`src/rtl/grn_node_param_if.sv`:
```
// ---------------------------------------------------------------------------
// grn_node_param_if
// Bundle of every non-clock signal of one parametrised gene node.
//   master : network fabric side, drives strobes, regulators and config,
//            observes state / upd / flip_cnt.
//   slave  : the node itself.
// Signals:
//   reset_nos   network re-initialise strobe
//   init_state  per-lane value loaded on reset_nos
//   start       per-lane update strobe
//   reg_in      regulator values, lane-major (lane L at [L*N_IN +: N_IN])
//   cfg_wr      latch all cfg_* inputs
//   cfg_mode    00 OR, 01 AND, 10 threshold, 11 hold
//   cfg_inhib   per-regulator inversion mask
//   cfg_thresh  threshold used in mode 10
//   cfg_div     per-lane update-rate divider, lane-major
//   state       registered node state, one bit per lane
//   upd         one-cycle pulse per lane that performed an update
//   flip_cnt    per-lane saturating count of state-changing updates
// ---------------------------------------------------------------------------
interface grn_node_param_if #(
    parameter int N_IN    = 4,
    parameter int N_LANES = 2,
    parameter int DIV_W   = 2,
    parameter int CNT_W   = 16
);
    localparam int TH_W = $clog2(N_IN + 1);

    logic                       reset_nos;
    logic [N_LANES-1:0]         init_state;
    logic [N_LANES-1:0]         start;
    logic [N_LANES*N_IN-1:0]    reg_in;
    logic                       cfg_wr;
    logic [1:0]                 cfg_mode;
    logic [N_IN-1:0]            cfg_inhib;
    logic [TH_W-1:0]            cfg_thresh;
    logic [N_LANES*DIV_W-1:0]   cfg_div;
    logic [N_LANES-1:0]         state;
    logic [N_LANES-1:0]         upd;
    logic [N_LANES*CNT_W-1:0]   flip_cnt;

    modport master (
        output reset_nos, init_state, start, reg_in,
        output cfg_wr, cfg_mode, cfg_inhib, cfg_thresh, cfg_div,
        input  state, upd, flip_cnt
    );

    modport slave (
        input  reset_nos, init_state, start, reg_in,
        input  cfg_wr, cfg_mode, cfg_inhib, cfg_thresh, cfg_div,
        output state, upd, flip_cnt
    );
endinterface

```
`src/rtl/grn_node_param.sv`:
```
// ---------------------------------------------------------------------------
// grn_node_param
// Parametrised Boolean gene node. Each of N_LANES independent lanes holds one
// state bit which, on a divided start strobe, is replaced by f(reg_in) where
// f is OR / AND / threshold / hold over the inhibitor-adjusted regulators.
// Ports:
//   clk  single clock
//   rst  synchronous active-high reset (highest priority)
//   bus  grn_node_param_if slave modport (strobes, regulators, config,
//        registered outputs state / upd / flip_cnt)
// ---------------------------------------------------------------------------
module grn_node_param #(
    parameter int N_IN    = 4,
    parameter int N_LANES = 2,
    parameter int DIV_W   = 2,
    parameter int CNT_W   = 16
) (
    input  logic                 clk,
    input  logic                 rst,
    grn_node_param_if.slave      bus
);
    localparam int TH_W = $clog2(N_IN + 1);
    localparam logic [CNT_W-1:0] CNT_MAX = '1;

    // Shared configuration registers
    logic [1:0]               mode_q,   mode_d;
    logic [N_IN-1:0]          inhib_q,  inhib_d;
    logic [TH_W-1:0]          thresh_q, thresh_d;
    logic [N_LANES*DIV_W-1:0] div_q,    div_d;

    // Per-lane state
    logic [N_LANES-1:0]       state_q,  state_d;
    logic [N_LANES-1:0]       upd_q,    upd_d;
    logic [N_LANES*DIV_W-1:0] ph_q,     ph_d;
    logic [N_LANES*CNT_W-1:0] cnt_q,    cnt_d;

    // Combinational next-state value per lane
    logic [N_LANES-1:0]                 f_val;
    logic [N_LANES-1:0][N_IN-1:0]       e_lane;
    logic [N_LANES-1:0][TH_W-1:0]       pop_lane;

    // Evaluate the combining function for every lane from the current config.
    // The popcount never exceeds N_IN, so it fits TH_W; a threshold of 0 is
    // then always met and a threshold above N_IN never is, with no special
    // casing needed.
    always_comb begin
        f_val    = '0;
        e_lane   = '0;
        pop_lane = '0;
        for (int l = 0; l < N_LANES; l++) begin
            e_lane[l] = bus.reg_in[l*N_IN +: N_IN] ^ inhib_q;
            for (int i = 0; i < N_IN; i++) begin
                pop_lane[l] = pop_lane[l] + TH_W'(e_lane[l][i]);
            end
            case (mode_q)
                2'b00:   f_val[l] = |e_lane[l];
                2'b01:   f_val[l] = &e_lane[l];
                2'b10:   f_val[l] = (pop_lane[l] >= thresh_q);
                default: f_val[l] = state_q[l];
            endcase
        end
    end

    // Next-state logic for config, lane state, phase counters and flip
    // counters. The function above reads the old config registers, so a
    // cfg_wr coinciding with a strobe still updates with the old settings.
    // reset_nos overrides every strobe in its cycle but leaves config alone.
    always_comb begin
        mode_d   = mode_q;
        inhib_d  = inhib_q;
        thresh_d = thresh_q;
        div_d    = div_q;
        state_d  = state_q;
        ph_d     = ph_q;
        cnt_d    = cnt_q;
        upd_d    = '0;

        if (bus.cfg_wr) begin
            mode_d   = bus.cfg_mode;
            inhib_d  = bus.cfg_inhib;
            thresh_d = bus.cfg_thresh;
            div_d    = bus.cfg_div;
        end

        if (bus.reset_nos) begin
            state_d = bus.init_state;
            ph_d    = '0;
            cnt_d   = '0;
        end else begin
            for (int l = 0; l < N_LANES; l++) begin
                if (bus.start[l]) begin
                    if (ph_q[l*DIV_W +: DIV_W] == '0) begin
                        upd_d[l]   = 1'b1;
                        state_d[l] = f_val[l];
                        if ((f_val[l] != state_q[l]) &&
                            (cnt_q[l*CNT_W +: CNT_W] != CNT_MAX)) begin
                            cnt_d[l*CNT_W +: CNT_W] = cnt_q[l*CNT_W +: CNT_W] + CNT_W'(1);
                        end
                    end
                    // Using >= rather than == lets a lowered divider pull an
                    // out-of-range phase back to 0 on the next strobe.
                    if (ph_q[l*DIV_W +: DIV_W] >= div_q[l*DIV_W +: DIV_W]) begin
                        ph_d[l*DIV_W +: DIV_W] = '0;
                    end else begin
                        ph_d[l*DIV_W +: DIV_W] = ph_q[l*DIV_W +: DIV_W] + DIV_W'(1);
                    end
                end
            end
        end
    end

    // Register bank. Reset config is a plain OR node updating every strobe.
    always_ff @(posedge clk) begin
        if (rst) begin
            mode_q   <= 2'b00;
            inhib_q  <= '0;
            thresh_q <= TH_W'(1);
            div_q    <= '0;
            state_q  <= '0;
            upd_q    <= '0;
            ph_q     <= '0;
            cnt_q    <= '0;
        end else begin
            mode_q   <= mode_d;
            inhib_q  <= inhib_d;
            thresh_q <= thresh_d;
            div_q    <= div_d;
            state_q  <= state_d;
            upd_q    <= upd_d;
            ph_q     <= ph_d;
            cnt_q    <= cnt_d;
        end
    end

    assign bus.state    = state_q;
    assign bus.upd      = upd_q;
    assign bus.flip_cnt = cnt_q;
endmodule

```
`src/flat_wrapper.sv`:
```
// flat-port wrapper written by rule: the top's interface ports become plain ports
module grn_node_param_flat 
#(
    parameter int N_IN    = 4,
    parameter int N_LANES = 2,
    parameter int DIV_W   = 2,
    parameter int CNT_W   = 16
)
  (clk, rst, bus_reset_nos, bus_init_state, bus_start, bus_reg_in, bus_cfg_wr, bus_cfg_mode, bus_cfg_inhib, bus_cfg_thresh, bus_cfg_div, bus_state, bus_upd, bus_flip_cnt);
  grn_node_param_if #(.N_IN(N_IN), .N_LANES(N_LANES), .DIV_W(DIV_W), .CNT_W(CNT_W)) bus_i ();
  input  logic clk;
  input  logic rst;
  input wire logic [$bits(bus_i.reset_nos)-1:0] bus_reset_nos;
  input wire logic [$bits(bus_i.init_state)-1:0] bus_init_state;
  input wire logic [$bits(bus_i.start)-1:0] bus_start;
  input wire logic [$bits(bus_i.reg_in)-1:0] bus_reg_in;
  input wire logic [$bits(bus_i.cfg_wr)-1:0] bus_cfg_wr;
  input wire logic [$bits(bus_i.cfg_mode)-1:0] bus_cfg_mode;
  input wire logic [$bits(bus_i.cfg_inhib)-1:0] bus_cfg_inhib;
  input wire logic [$bits(bus_i.cfg_thresh)-1:0] bus_cfg_thresh;
  input wire logic [$bits(bus_i.cfg_div)-1:0] bus_cfg_div;
  output wire logic [$bits(bus_i.state)-1:0] bus_state;
  output wire logic [$bits(bus_i.upd)-1:0] bus_upd;
  output wire logic [$bits(bus_i.flip_cnt)-1:0] bus_flip_cnt;
  assign bus_i.reset_nos = bus_reset_nos;
  assign bus_i.init_state = bus_init_state;
  assign bus_i.start = bus_start;
  assign bus_i.reg_in = bus_reg_in;
  assign bus_i.cfg_wr = bus_cfg_wr;
  assign bus_i.cfg_mode = bus_cfg_mode;
  assign bus_i.cfg_inhib = bus_cfg_inhib;
  assign bus_i.cfg_thresh = bus_cfg_thresh;
  assign bus_i.cfg_div = bus_cfg_div;
  assign bus_state = bus_i.state;
  assign bus_upd = bus_i.upd;
  assign bus_flip_cnt = bus_i.flip_cnt;
  grn_node_param #(.N_IN(N_IN), .N_LANES(N_LANES), .DIV_W(DIV_W), .CNT_W(CNT_W)) u_core (.clk(clk), .rst(rst), .bus(bus_i));
endmodule
```
`config.mk`:
```
export PLATFORM = sky130hd
export DESIGN_NAME = grn_node_param_flat
export DESIGN_NICKNAME = d
export VERILOG_FILES = /design/src/rtl/grn_node_param_if.sv /design/src/rtl/grn_node_param.sv /design/src/flat_wrapper.sv
export SDC_FILE = /design/constraint.sdc
export NUM_CORES = 1
export LEC_CHECK = 0
export ABC_AREA = 1
export CORE_UTILIZATION = 54
export CTS_BUF_LIST = sky130_fd_sc_hd__clkbuf_4 sky130_fd_sc_hd__clkbuf_8
export CTS_CLUSTER_SIZE = 16
export DETAILED_ROUTE_END_ITERATION = 6
export PLACE_DENSITY = 0.93
export SLEW_MARGIN = 20
export SYNTH_ARGS = -nofsm -noshare
export SYNTH_HDL_FRONTEND = slang
export SYNTH_SLANG_ARGS = --single-unit
```
`constraint.sdc`:
```
create_clock -name clk -period 3.46 [get_ports clk]
set_clock_uncertainty 0.2 [all_clocks]
set_input_delay 0.519 -clock clk [delete_from_list [all_inputs] [get_ports clk]]
set_output_delay 0.519 -clock clk [all_outputs]
set_load 0.005 [all_outputs]
```
==> impl_results.html <==
<table>
<tr><th>Metric</th><th>Value</th></tr>
<tr><th colspan="2">Yosys</th></tr>
<tr><td>Cell variety after synth</td><td>32</td></tr>
<tr><td>Synthesized netlist cell count</td><td>484</td></tr>
<tr><td>Mapped Area</td><td>0.00342 sq mm</td></tr>
<tr><td>Top-area cell type share of the netlist area</td><td>31.0%</td></tr>
<tr><td>Largest cells by area after synthesis</td><td>dfxtp_1 (31%), nand2_1 (13%), ha_1 (7.3%)</td></tr>
<tr><td>Number of warnings issued by yosys</td><td>0</td></tr>
<tr><td>Per-instance average area after synthesis</td><td>7.07 sq um</td></tr>
<tr><td>Synth Area in XOR/XNOR</td><td>7.17%</td></tr>
<tr><td>Nets in the synthesized netlist</td><td>535</td></tr>
<tr><td>Dominant combinational cell family by area after synthesis</td><td>simple AND/OR/NAND/NOR gates</td></tr>
<tr><td>Adder-Cell Fraction of Synth Area</td><td>8.49%</td></tr>
<tr><td>Sequential share of the synthesized area</td><td>31.0%</td></tr>
<tr><td>Mux share of post-synthesis cell area</td><td>0%</td></tr>
<tr><td>Area leader, netlist</td><td>dfxtp_1</td></tr>
<tr><td>Compound-Gate Fraction of Synth Area</td><td>10.6%</td></tr>
<tr><td>Flop and latch count out of synthesis</td><td>53</td></tr>
<tr><td>Simple-gate share of the synthesized area</td><td>33.5%</td></tr>
<tr><th colspan="2">Global routing</th></tr>
<tr><td>Largest net degree at the start of global routing</td><td>21</td></tr>
<tr><td>Met2 Use GR</td><td>50.4%</td></tr>
<tr><td>GRT Residual Overflow</td><td>0</td></tr>
<tr><td>Busiest layer in global routing</td><td>met2</td></tr>
<tr><td>First-pass GRT wire length</td><td>14.8 mm</td></tr>
<tr><td>Number of global-route vias before repair</td><td>3379</td></tr>
<tr><td>Global-route usage over all layers</td><td>28.5%</td></tr>
<tr><td>Global Route met1 Usage</td><td>33.2%</td></tr>
<tr><td>Antenna violations before repair</td><td>0</td></tr>
<tr><td>Met3 routing resource usage after global routing</td><td>5.56%</td></tr>
<tr><th colspan="2">Setup path</th></tr>
<tr><td>CP Capture Type</td><td>flop</td></tr>
<tr><td>Library cell appearing most often on the critical path</td><td>nand2_1</td></tr>
<tr><td>Cell family with most CP delay</td><td>adder cells</td></tr>
<tr><td>Series of cell instances along the critical path</td><td>clkdlybuf4s50_1 &gt; xnor2_2 &gt; ha_4 &gt; fa_1 &gt; ha_1 &gt; ha_1 &gt; nand2_1 &gt; inv_1 &gt; nand2_1 &gt; nand2_1 &gt; nand2_1 &gt; nand2_2 &gt; clkinv_2 &gt; nand3_2 &gt; nand2_4 &gt; clkbuf_16 &gt; nand4_1 &gt; a21oi_1</td></tr>
<tr><td>Required time of the worst setup path</td><td>3.50 ns</td></tr>
<tr><td>Total buffers and inverters traversed by the critical path</td><td>4</td></tr>
<tr><td>Largest fanout on the critical path</td><td>8</td></tr>
<tr><td>CP Class</td><td>in2reg</td></tr>
<tr><td>Slowest stage cell, crit path</td><td>clkdlybuf4s50_1</td></tr>
<tr><td>Category of the worst setup path launch point</td><td>primary input</td></tr>
<tr><td>Crit-path max cell delay</td><td>0.44 ns</td></tr>
<tr><td>Crit path DAT</td><td>3.41 ns</td></tr>
<tr><th colspan="2">Final layout</th></tr>
<tr><td>Antenna diode count</td><td>0</td></tr>
<tr><td>Commonest non-fill, non-tap cells in the layout</td><td>nand2_1 (119), clkdlybuf4s50_1 (61), dfxtp_1 (53)</td></tr>
<tr><td>Final design instance area without fill</td><td>0.00439 sq mm</td></tr>
<tr><td>Number of nets at the end of the flow</td><td>603</td></tr>
<tr><td>Synth-to-Final Area Change</td><td>28.5%</td></tr>
<tr><td>Fraction of layout instances using a drive strength above 1</td><td>10.3%</td></tr>
<tr><td>Post-Route Utilization</td><td>72.9%</td></tr>
<tr><td>Most common cell after layout, fill and taps aside</td><td>nand2_1</td></tr>
<tr><th colspan="2">Timing</th></tr>
<tr><td>Count of final hold-check violations</td><td>0</td></tr>
<tr><td>Final setup violation count</td><td>0</td></tr>
<tr><td>Final Max Tran Viols</td><td>0</td></tr>
<tr><td>Worst slack on hold paths</td><td>0.272 ns</td></tr>
<tr><td>Worst rel slew slack</td><td>57.4%</td></tr>
<tr><td>Slew of the pin with the lowest slew margin</td><td>0.639 ns</td></tr>
<tr><td>Highest attainable clock frequency</td><td>0.296 GHz</td></tr>
<tr><td>Time the worst path needs with I/O delays and setup</td><td>3.37 ns</td></tr>
<tr><td>Share of the cycle needed by the critical path after routing</td><td>97.5%</td></tr>
<tr><th colspan="2">Placed design</th></tr>
<tr><td>Placed wire-length estimate after detailed placement</td><td>6.49 mm</td></tr>
<tr><td>Final weighted congestion in routability-driven placement</td><td>0.886</td></tr>
<tr><td>Port buffer count</td><td>64</td></tr>
<tr><td>Cell area after placement</td><td>0.00416 sq mm</td></tr>
<tr><th colspan="2">Die</th></tr>
<tr><td>Initial standard-cell utilization of the core</td><td>56.7%</td></tr>
<tr><td>Area enclosed by the die boundary</td><td>0.00665 sq mm</td></tr>
<tr><td>Chip Height</td><td>81.6 um</td></tr>
<tr><td>Number of rows in the core area</td><td>28</td></tr>
<tr><td>Core Footprint</td><td>0.00603 sq mm</td></tr>
<tr><td>Count of pins on the block boundary</td><td>65</td></tr>
<tr><td>Width of the chip</td><td>81.6 um</td></tr>
<tr><th colspan="2">Detailed routing</th></tr>
<tr><td>Antenna Nets Post-Route</td><td>0</td></tr>
<tr><td>Wirelength per Cell</td><td>15.0 um</td></tr>
<tr><td>Violation count after the first detailed-route iteration</td><td>300</td></tr>
<tr><td>First-pass iteration count of the detailed router</td><td>5</td></tr>
<tr><td>Vias per cell</td><td>5.72</td></tr>
<tr><td>Vias after detailed routing</td><td>3591</td></tr>
<tr><td>Routed Wire Length</td><td>9.39 mm</td></tr>
<tr><td>Number of remaining DRC errors</td><td>0</td></tr>
<tr><th colspan="2">Pwr</th></tr>
<tr><td>Maximum vdd drop</td><td>0.000183 V</td></tr>
<tr><td>Pwr per Cell Area</td><td>312 mW/mm^2</td></tr>
<tr><td>Reported leakage power</td><td>1.75 nW</td></tr>
<tr><th colspan="2">Clocking</th></tr>
<tr><td>Number of H-tree branching levels</td><td>2</td></tr>
<tr><td>Clk sink count</td><td>53</td></tr>
<tr><td>Worst-path clk slew</td><td>0.10 ns</td></tr>
<tr><td>Clock latency on the worst-skew pair</td><td>0.31 ns</td></tr>
<tr><td>Clock Tree Buf Depth</td><td>2</td></tr>
<tr><td>CTS tree</td><td>done</td></tr>
<tr><td>Root buffer cell</td><td>clkbuf_8</td></tr>
<tr><td>Number of buffers inserted during clock tree synthesis</td><td>5</td></tr>
<tr><th colspan="2">Min path</th></tr>
<tr><td>Hold crit path type</td><td>reg2reg</td></tr>
<tr><th colspan="2">Run</th></tr>
<tr><td>Count of max-cap constraint violations</td><td>0</td></tr>
<tr><th colspan="2">Status</th></tr>
<tr><td>Run status</td><td>finished clean</td></tr>
</table>
## layout make-up
cell class	count	area [sq um]
flip-flops and latches	53	1060
clock buffers	5	68.8
repair buffers	74	777
multi-input cells	356	2140
fillers	451	1630
inverters	62	234
well taps	75	93.8
clock inverters	3	17.5
## path summary, 6_finish.rpt
kind / from / slack, ns / cells after the start / endpoint
setup / recovery: bus_reg_in[1] / 0.09 / 18 / u_core.bus.flip_cnt[5]
hold reg to reg: u_core.ph_q[2] / 0.27 / 1 / u_core.ph_q[2]
setup reg to reg: u_core.inhib_q[0] / 0.19 / 18 / u_core.bus.flip_cnt[5]
hold / removal: u_core.ph_q[2] / 0.27 / 1 / u_core.ph_q[2]
## logic make-up after synthesis
logic type      count (synthesis)
compound gates                 67
xor+xnor                       28
fa+ha+maj                      22
buf+inv                        77
flops                          53
simple gates                  237
## report_power, final
part	switching (mW)	leakage, nW	internal, mW
Combinational	0.212	1.27	0.160
Sequential	0.0174	0.431	0.626
Clock	0.215	0.0439	0.140
Total	0.444	1.75	0.926
## timing repair
item	in CTS	in global routing
hold buffers	0	0
setup endpoints to repair	32	32
gates resized for setup	8	10
setup buffers	1	0
gates cloned	1	2
pin swaps	3	12
## stage by stage
stage          setup TNS (ns)  power (mW)  instances  worst slack, ns
6_report                    0        1.37        628           0.0865
4_1_cts                     0        1.35        626           0.0309
3_3_place_gp            -7.74       0.966        616           -0.273
5_1_grt               -0.0348        1.44        628          -0.0265
2_1_floorplan               0       0.870        484            0.271
3_5_place_dp           -12.57       0.987        616           -0.414
## flip-flops by register name, indices dropped and copies added, names as in the netlist
| name | flops |
|---|---|
| u_core.bus.state | 2 |
| u_core.mode_q | 2 |
| u_core.bus.upd | 2 |
| u_core.ph_q | 4 |
| u_core.thresh_q | 3 |
| u_core.bus.flip_cnt | 32 |
| u_core.div_q | 4 |
| u_core.inhib_q | 4 |
## worst reg2reg max path: cells and delay by family (launching register included)
family	cells	cell delay, ns
adder cells (fa/ha/maj)	4	1.21
AND/OR/NAND/NOR	8	0.60
flip-flops	1	0.48
buffers and inverters	4	0.34
XOR/XNOR	1	0.22
AO/OA/AOI/OAI	1	0.17
## cells in the mapped netlist
cell type,count
nand3_2,3
clkbuf_1,7
inv_1,53
a31oi_4,1
inv_2,8
a21oi_1,47
a211oi_1,2
nor3_2,1
dfxtp_1,53
xor2_1,21
nand2_1,119
nand3_4,2
nand2_4,2
nand2_2,3
nor3b_4,1
fa_1,2
o211ai_1,1
or2_2,2
a22oi_1,1
buf_4,2
nand3_1,18
nand4_1,36
nor2_1,38
nor2_2,1
nor3_1,9
buf_2,5
ha_1,20
buf_8,1
o21ai_0,15
xnor2_1,7
nand4_4,2
clkinv_2,1
## per-layer routing
metal | part of all wire [%] | up-vias | routed length [um]
met3 | 6.3 | 42 | 595
li1 | - | 1729 | -
met4 | 3.1 | 0 | 294
met2 | 50 | 160 | 4650
met1 | 41 | 1660 | 3850
met5 | 0 | - | 0
No activity file was read; power rests on OpenSTA's default activity.
==> RTL change 1, RTL diff (config.mk and constraints unchanged) <==
`N_IN` is set to 4 in 3 places; all go to 8.
--- a/src/rtl/grn_node_param_if.sv
+++ b/src/rtl/grn_node_param_if.sv
@@ -19,7 +19,7 @@
 //   flip_cnt    per-lane saturating count of state-changing updates
 // ---------------------------------------------------------------------------
 interface grn_node_param_if #(
-    parameter int N_IN    = 4,
+    parameter int N_IN    = 8,
     parameter int N_LANES = 2,
     parameter int DIV_W   = 2,
     parameter int CNT_W   = 16
--- a/src/rtl/grn_node_param.sv
+++ b/src/rtl/grn_node_param.sv
@@ -10,7 +10,7 @@
 //        registered outputs state / upd / flip_cnt)
 // ---------------------------------------------------------------------------
 module grn_node_param #(
-    parameter int N_IN    = 4,
+    parameter int N_IN    = 8,
     parameter int N_LANES = 2,
     parameter int DIV_W   = 2,
     parameter int CNT_W   = 16
--- a/src/flat_wrapper.sv
+++ b/src/flat_wrapper.sv
@@ -1,7 +1,7 @@
 // flat-port wrapper written by rule: the top's interface ports become plain ports
 module grn_node_param_flat 
 #(
-    parameter int N_IN    = 4,
+    parameter int N_IN    = 8,
     parameter int N_LANES = 2,
     parameter int DIV_W   = 2,
     parameter int CNT_W   = 16
Interface: changed (resized bus_cfg_inhib, bus_cfg_thresh and bus_reg_in); port bits go from 65 to 78. The function was not compared with the original's and may differ.
==> RTL change 1 against the original RTL <==
The run now ends with setup timing left. Worst setup slack worse by 1300 ps. Via count is 23% higher. Final area is 24% higher. Sequential cell count up 5. Routed wire length increased by 40%. Synthesized area up 14%. Global-route usage up 3.9 points. Synthesized cell count rose by 13%. Critical endpoint is now u_core.bus.flip_cnt[0]. Largest cell class unchanged.
Power is not compared: it rests on default switching activity, and its combinational part moved more than twofold at a synthesized area within 25%.
==> RTL change 1: results (changes against the original RTL) <==
stage,metric,value,unit,change
logic_synthesis,synth_ff_type,dfxtp_1,,unchanged
final_layout,fin_nets,725,,was 603
grt,grt_max_degree,35,,was 21
clocking,clk_pin_slew_worst_paths,70,ps,was 100 ps
outcome,status,"finished, violations left",,"was complete, no violations"
sta,finalSetupViolations,34,,was 0
sta,worst_slew_pin_slew,869,ps,was 639 ps
logic_synthesis,synthTopCellsByCount,"nand2_1, inv_1, dfxtp_1",,"was nand2_1, dfxtp_1, inv_1"
place,place_area,4930,um2,was 4160 um2
final_layout,nFillCells,425,,was 451
grt,grt_pass1_vias,4188,,"was 3,379"
power,p_leak,2.30,nW,
logic_synthesis,yosys_warnings,0,,unchanged
grt,antenna_found_initial,0,,unchanged
route,drt-initial-drc-count,423,,was 300
final_layout,drive_gt1_share,18.5,%,was 10.3%
clocking,worstSkewPairLatency,350,ps,was 310 ps
grt,grt_pass1_wl,18900,um,"was 14,800 um"
setup_path,crit_family,adder cells,,unchanged
sta,finalWorstSetupSlack,-1250,ps,was 86.5 ps
logic_synthesis,synth_area_leaders,"dfxtp_1, nand2_1, ha_1",,unchanged
worst_hold_path,hp-start,u_core.div_q[3],,was u_core.ph_q[2]
clocking,numCtsBuffers,9,,was 5
logic_synthesis,seq_area_frac_synth,29.7,%,was 31.0%
logic_synthesis,syn-num-nets,619,,was 535
power,worst_ir_drop_vdd,0.212,mV,
outcome,violations,setup timing,,
setup_path,cp_data_arrival_time,4770,ps,was 3410 ps
setup_path,slowest_delay,490,ps,was 440 ps
final_layout,area_growth,39.6,%,was 28.5%
route,dr.pass1.iters,7,,was 5
setup_path,cp-startpoint,bus_reg_in[0],,was bus_reg_in[1]
grt,grt.total_usage,32.4,%,was 28.5%
setup_path,critPathSlowestCell,fa_1,,was clkdlybuf4s50_1
place,place_ws,-1690,ps,was -414 ps
logic_synthesis,synth_cell_type_count,33,,was 32
place,portBuffers,77,,was 64
place,routabilityCongestion,0.910,,was 0.886
clocking,clockRootBuffer,clkbuf_8,,unchanged
sta,tns,-38500,ps,was 0 ps
setup_path,crit_fanout,15,,was 8
route,viasPerCell,5.86,,was 5.72
place,hpwl,7550,um,was 6490 um
route,wl,13100,um,was 9390 um
clocking,cts_max_level,3,,was 2
[RTL change 1: routing by layer]
layer | global-route usage [%] | vias to the layer above | part of all wire, %
li1 | - | 1964 | -
met1 | 36.0 | 2039 | 36
met3 | 7.87 | 92 | 9.6
met5 | 0 | - | 0
met2 | 57.3 | 307 | 49
met4 | 16.4 | 0 | 4.9
[RTL change 1: layout make-up]
type / instances / area share (%)
Tap cell: 96 / 2.20
Sequential cell: 58 / 21.4
Clock inverter: 3 / 0.734
Clock buffer: 12 / 2.80
Multi-Input combinational cell: 396 / 48.0
Inverter: 77 / 5.30
Timing Repair Buffer: 109 / 19.6
[RTL change 1: path summary, 6_finish.rpt]
check                            to  slack [ps]  cells after the start
max          u_core.bus.flip_cnt[0]       -1250                     24
min                 u_core.div_q[3]         270                      2
max reg2reg  u_core.bus.flip_cnt[0]       -1240                     23
min reg2reg         u_core.div_q[3]         270                      2
[RTL change 1: repair_timing]
action | in CTS | in global routing
resized for setup | 42 | 35
endpoints found under the setup margin | 34 | 34
gates cloned | 3 | 0
hold buffers | 0 | 0
setup buffers | 10 | 5
pin swaps | 26 | 19
[RTL change 1: power by group]
group / switching [mW] / total (mW) / internal [mW]
Combinational: 0.497 / 0.880 / 0.383
Sequential: 0.0263 / 0.715 / 0.689
Clock: 0.284 / 0.646 / 0.362
[RTL change 1: tightest hold or removal path, delay by kind of cell (launching register included)]
kind / cells / cell delay (ps)
flops: 1 / 300
buf+inv: 1 / 60
compound gates: 1 / 60
[RTL change 1: cells by family (layout without fill, tap and decap cells)]
family	count (synthesis)	after routing	synth area share, %
simple gates	249	250	28.7
buf+inv	92	201	9.67
compound gates	74	74	10.5
flops	58	58	29.7
xor+xnor	40	40	9.55
fa+ha+maj	32	32	11.8
[RTL change 1: per-stage QoR]
stage,instances,hold WS [ps]
after CTS,749,272
final,751,271
after detailed placement,721,261
after global routing,751,298
after global placement,721,248
after floorplan,545,237
==> RTL change 2, RTL diff (same settings) <==
Without the edit above. `ph_q` no longer has a reset.
--- a/src/rtl/grn_node_param.sv
+++ b/src/rtl/grn_node_param.sv
@@ -118,7 +118,6 @@
             div_q    <= '0;
             state_q  <= '0;
             upd_q    <= '0;
-            ph_q     <= '0;
             cnt_q    <= '0;
         end else begin
             mode_q   <= mode_d;
@@ -127,9 +126,12 @@
             div_q    <= div_d;
             state_q  <= state_d;
             upd_q    <= upd_d;
-            ph_q     <= ph_d;
             cnt_q    <= cnt_d;
         end
+    end
+
+    always_ff @(posedge clk) begin
+        ph_q <= ph_d;
     end
 
     assign bus.state    = state_q;
Function: differs if rst is asserted again (counterexample within 4 cycles, from zero or initial values and one cycle with rst high); with rst held inactive, the same outputs for 4 cycles.
==> RTL change 2 against the original RTL <==
The flow now finishes with violations (DRC). Worst setup slack got worse by 47 ps. Via count up 4.5%. Critical path depth is 1 higher. Routed wire length is 9.7% higher. Total power rose by 15%. Sequential cell count stayed put. Final area is 4.2% higher. Synthesized area decreased by 1.5%. Largest power group unchanged.
==> RTL change 2: results (changes against the original RTL) <==
stage,metric,value,unit,change
final_layout,clock_area_share,1.97,%,about the same
grt,met2_usage,52.1,%,was 50.4%
route,wl_met3,764,um,was 595 um
setup_path,slowest_delay,520,ps,was 440 ps
final_layout,nClkBuffers,6,,was 5
setup_path,endpoint,u_core.bus.flip_cnt[0],,was u_core.bus.flip_cnt[5]
route,dr.pass1.iters,7,,was 5
setup_path,critPathSlowestCell,fa_2,,was clkdlybuf4s50_1
logic_synthesis,syn-num-nets,531,,was 535
logic_synthesis,synthXorXnorAreaFrac,7.80,%,was 7.17%
outcome,status,"finished, violations left",,"was complete, no violations"
route,drt-initial-drc-count,362,,was 300
route,viasPerCell,5.91,,was 5.72
final_layout,multi_input_area_share,48.5,%,was 48.7%
logic_synthesis,synthTopCellsByCount,"nand2_1, dfxtp_1, inv_1",,unchanged
place,place_ws,-445,ps,was -414 ps
route,wl_met1,3990,um,was 3850 um
final_layout,num-multi-input-gates,357,,was 356
sta,slew_headroom,34.7,%,was 57.4%
logic_synthesis,synth_area_leaders,"dfxtp_1, nand2_1, ha_1",,unchanged
setup_path,worstRegToRegCells,16,,was 18
setup_path,cp-startpoint,bus_reg_in[0],,was bus_reg_in[1]
final_layout,n_all_buffers,86,,was 74
place,routabilityCongestion,0.877,,was 0.886
final_layout,inv_count,57,,was 62
grt,grt_pass1_wl,14900,um,"was 14,800 um"
logic_synthesis,syn_avg_cell_area,7.02,um2,was 7.07 um2
logic_synthesis,synth_cell_type_count,33,,was 32
clocking,cts_resized,21,,was 8
place,place_area,4150,um2,was 4160 um2
grt,grt_max_degree,31,,was 21
outcome,violations,DRC,,
route,wl,10300,um,was 9390 um
setup_path,cp_data_arrival_time,3440,ps,was 3410 ps
power,power_density,343,nW/um2,was 312 nW/um2
logic_synthesis,seq_area_frac_synth,31.5,%,was 31.0%
setup_path,rrSetupSlack,160,ps,was 190 ps
logic_synthesis,synth_compound_area_share,10.2,%,was 10.6%
sta,finalWorstSetupSlack,39.3,ps,was 86.5 ps
clocking,cts_setup_buffers,2,,was 1
grt,grt_pass1_vias,3269,,"was 3,379"
route,drc,1,,was 0
final_layout,fin_nets,611,,was 603
floorplanning,die_x,81.0,um,was 81.6 um
setup_path,crit_fanout,5,,was 8
-- RTL change 2: worst min-delay path by stage --
| stage | to | start | cells after the start | slack (ps) |
|---|---|---|---|---|
| after floorplan | u_core.div_q[1] | u_core.div_q[1] | 2 | 240 |
| after global placement | u_core.ph_q[0] | u_core.ph_q[0] | 1 | 250 |
| after detailed placement | u_core.ph_q[0] | u_core.ph_q[0] | 1 | 260 |
| after CTS | u_core.ph_q[0] | u_core.ph_q[0] | 1 | 270 |
| after global routing | u_core.ph_q[0] | u_core.ph_q[0] | 1 | 300 |
| final | u_core.ph_q[0] | u_core.ph_q[0] | 1 | 270 |
-- RTL change 2: where the power goes --
group          total (mW)  switching (mW)  internal [mW]
Sequential          0.652          0.0225          0.629
Combinational       0.543           0.291          0.251
Clock               0.375           0.216          0.159
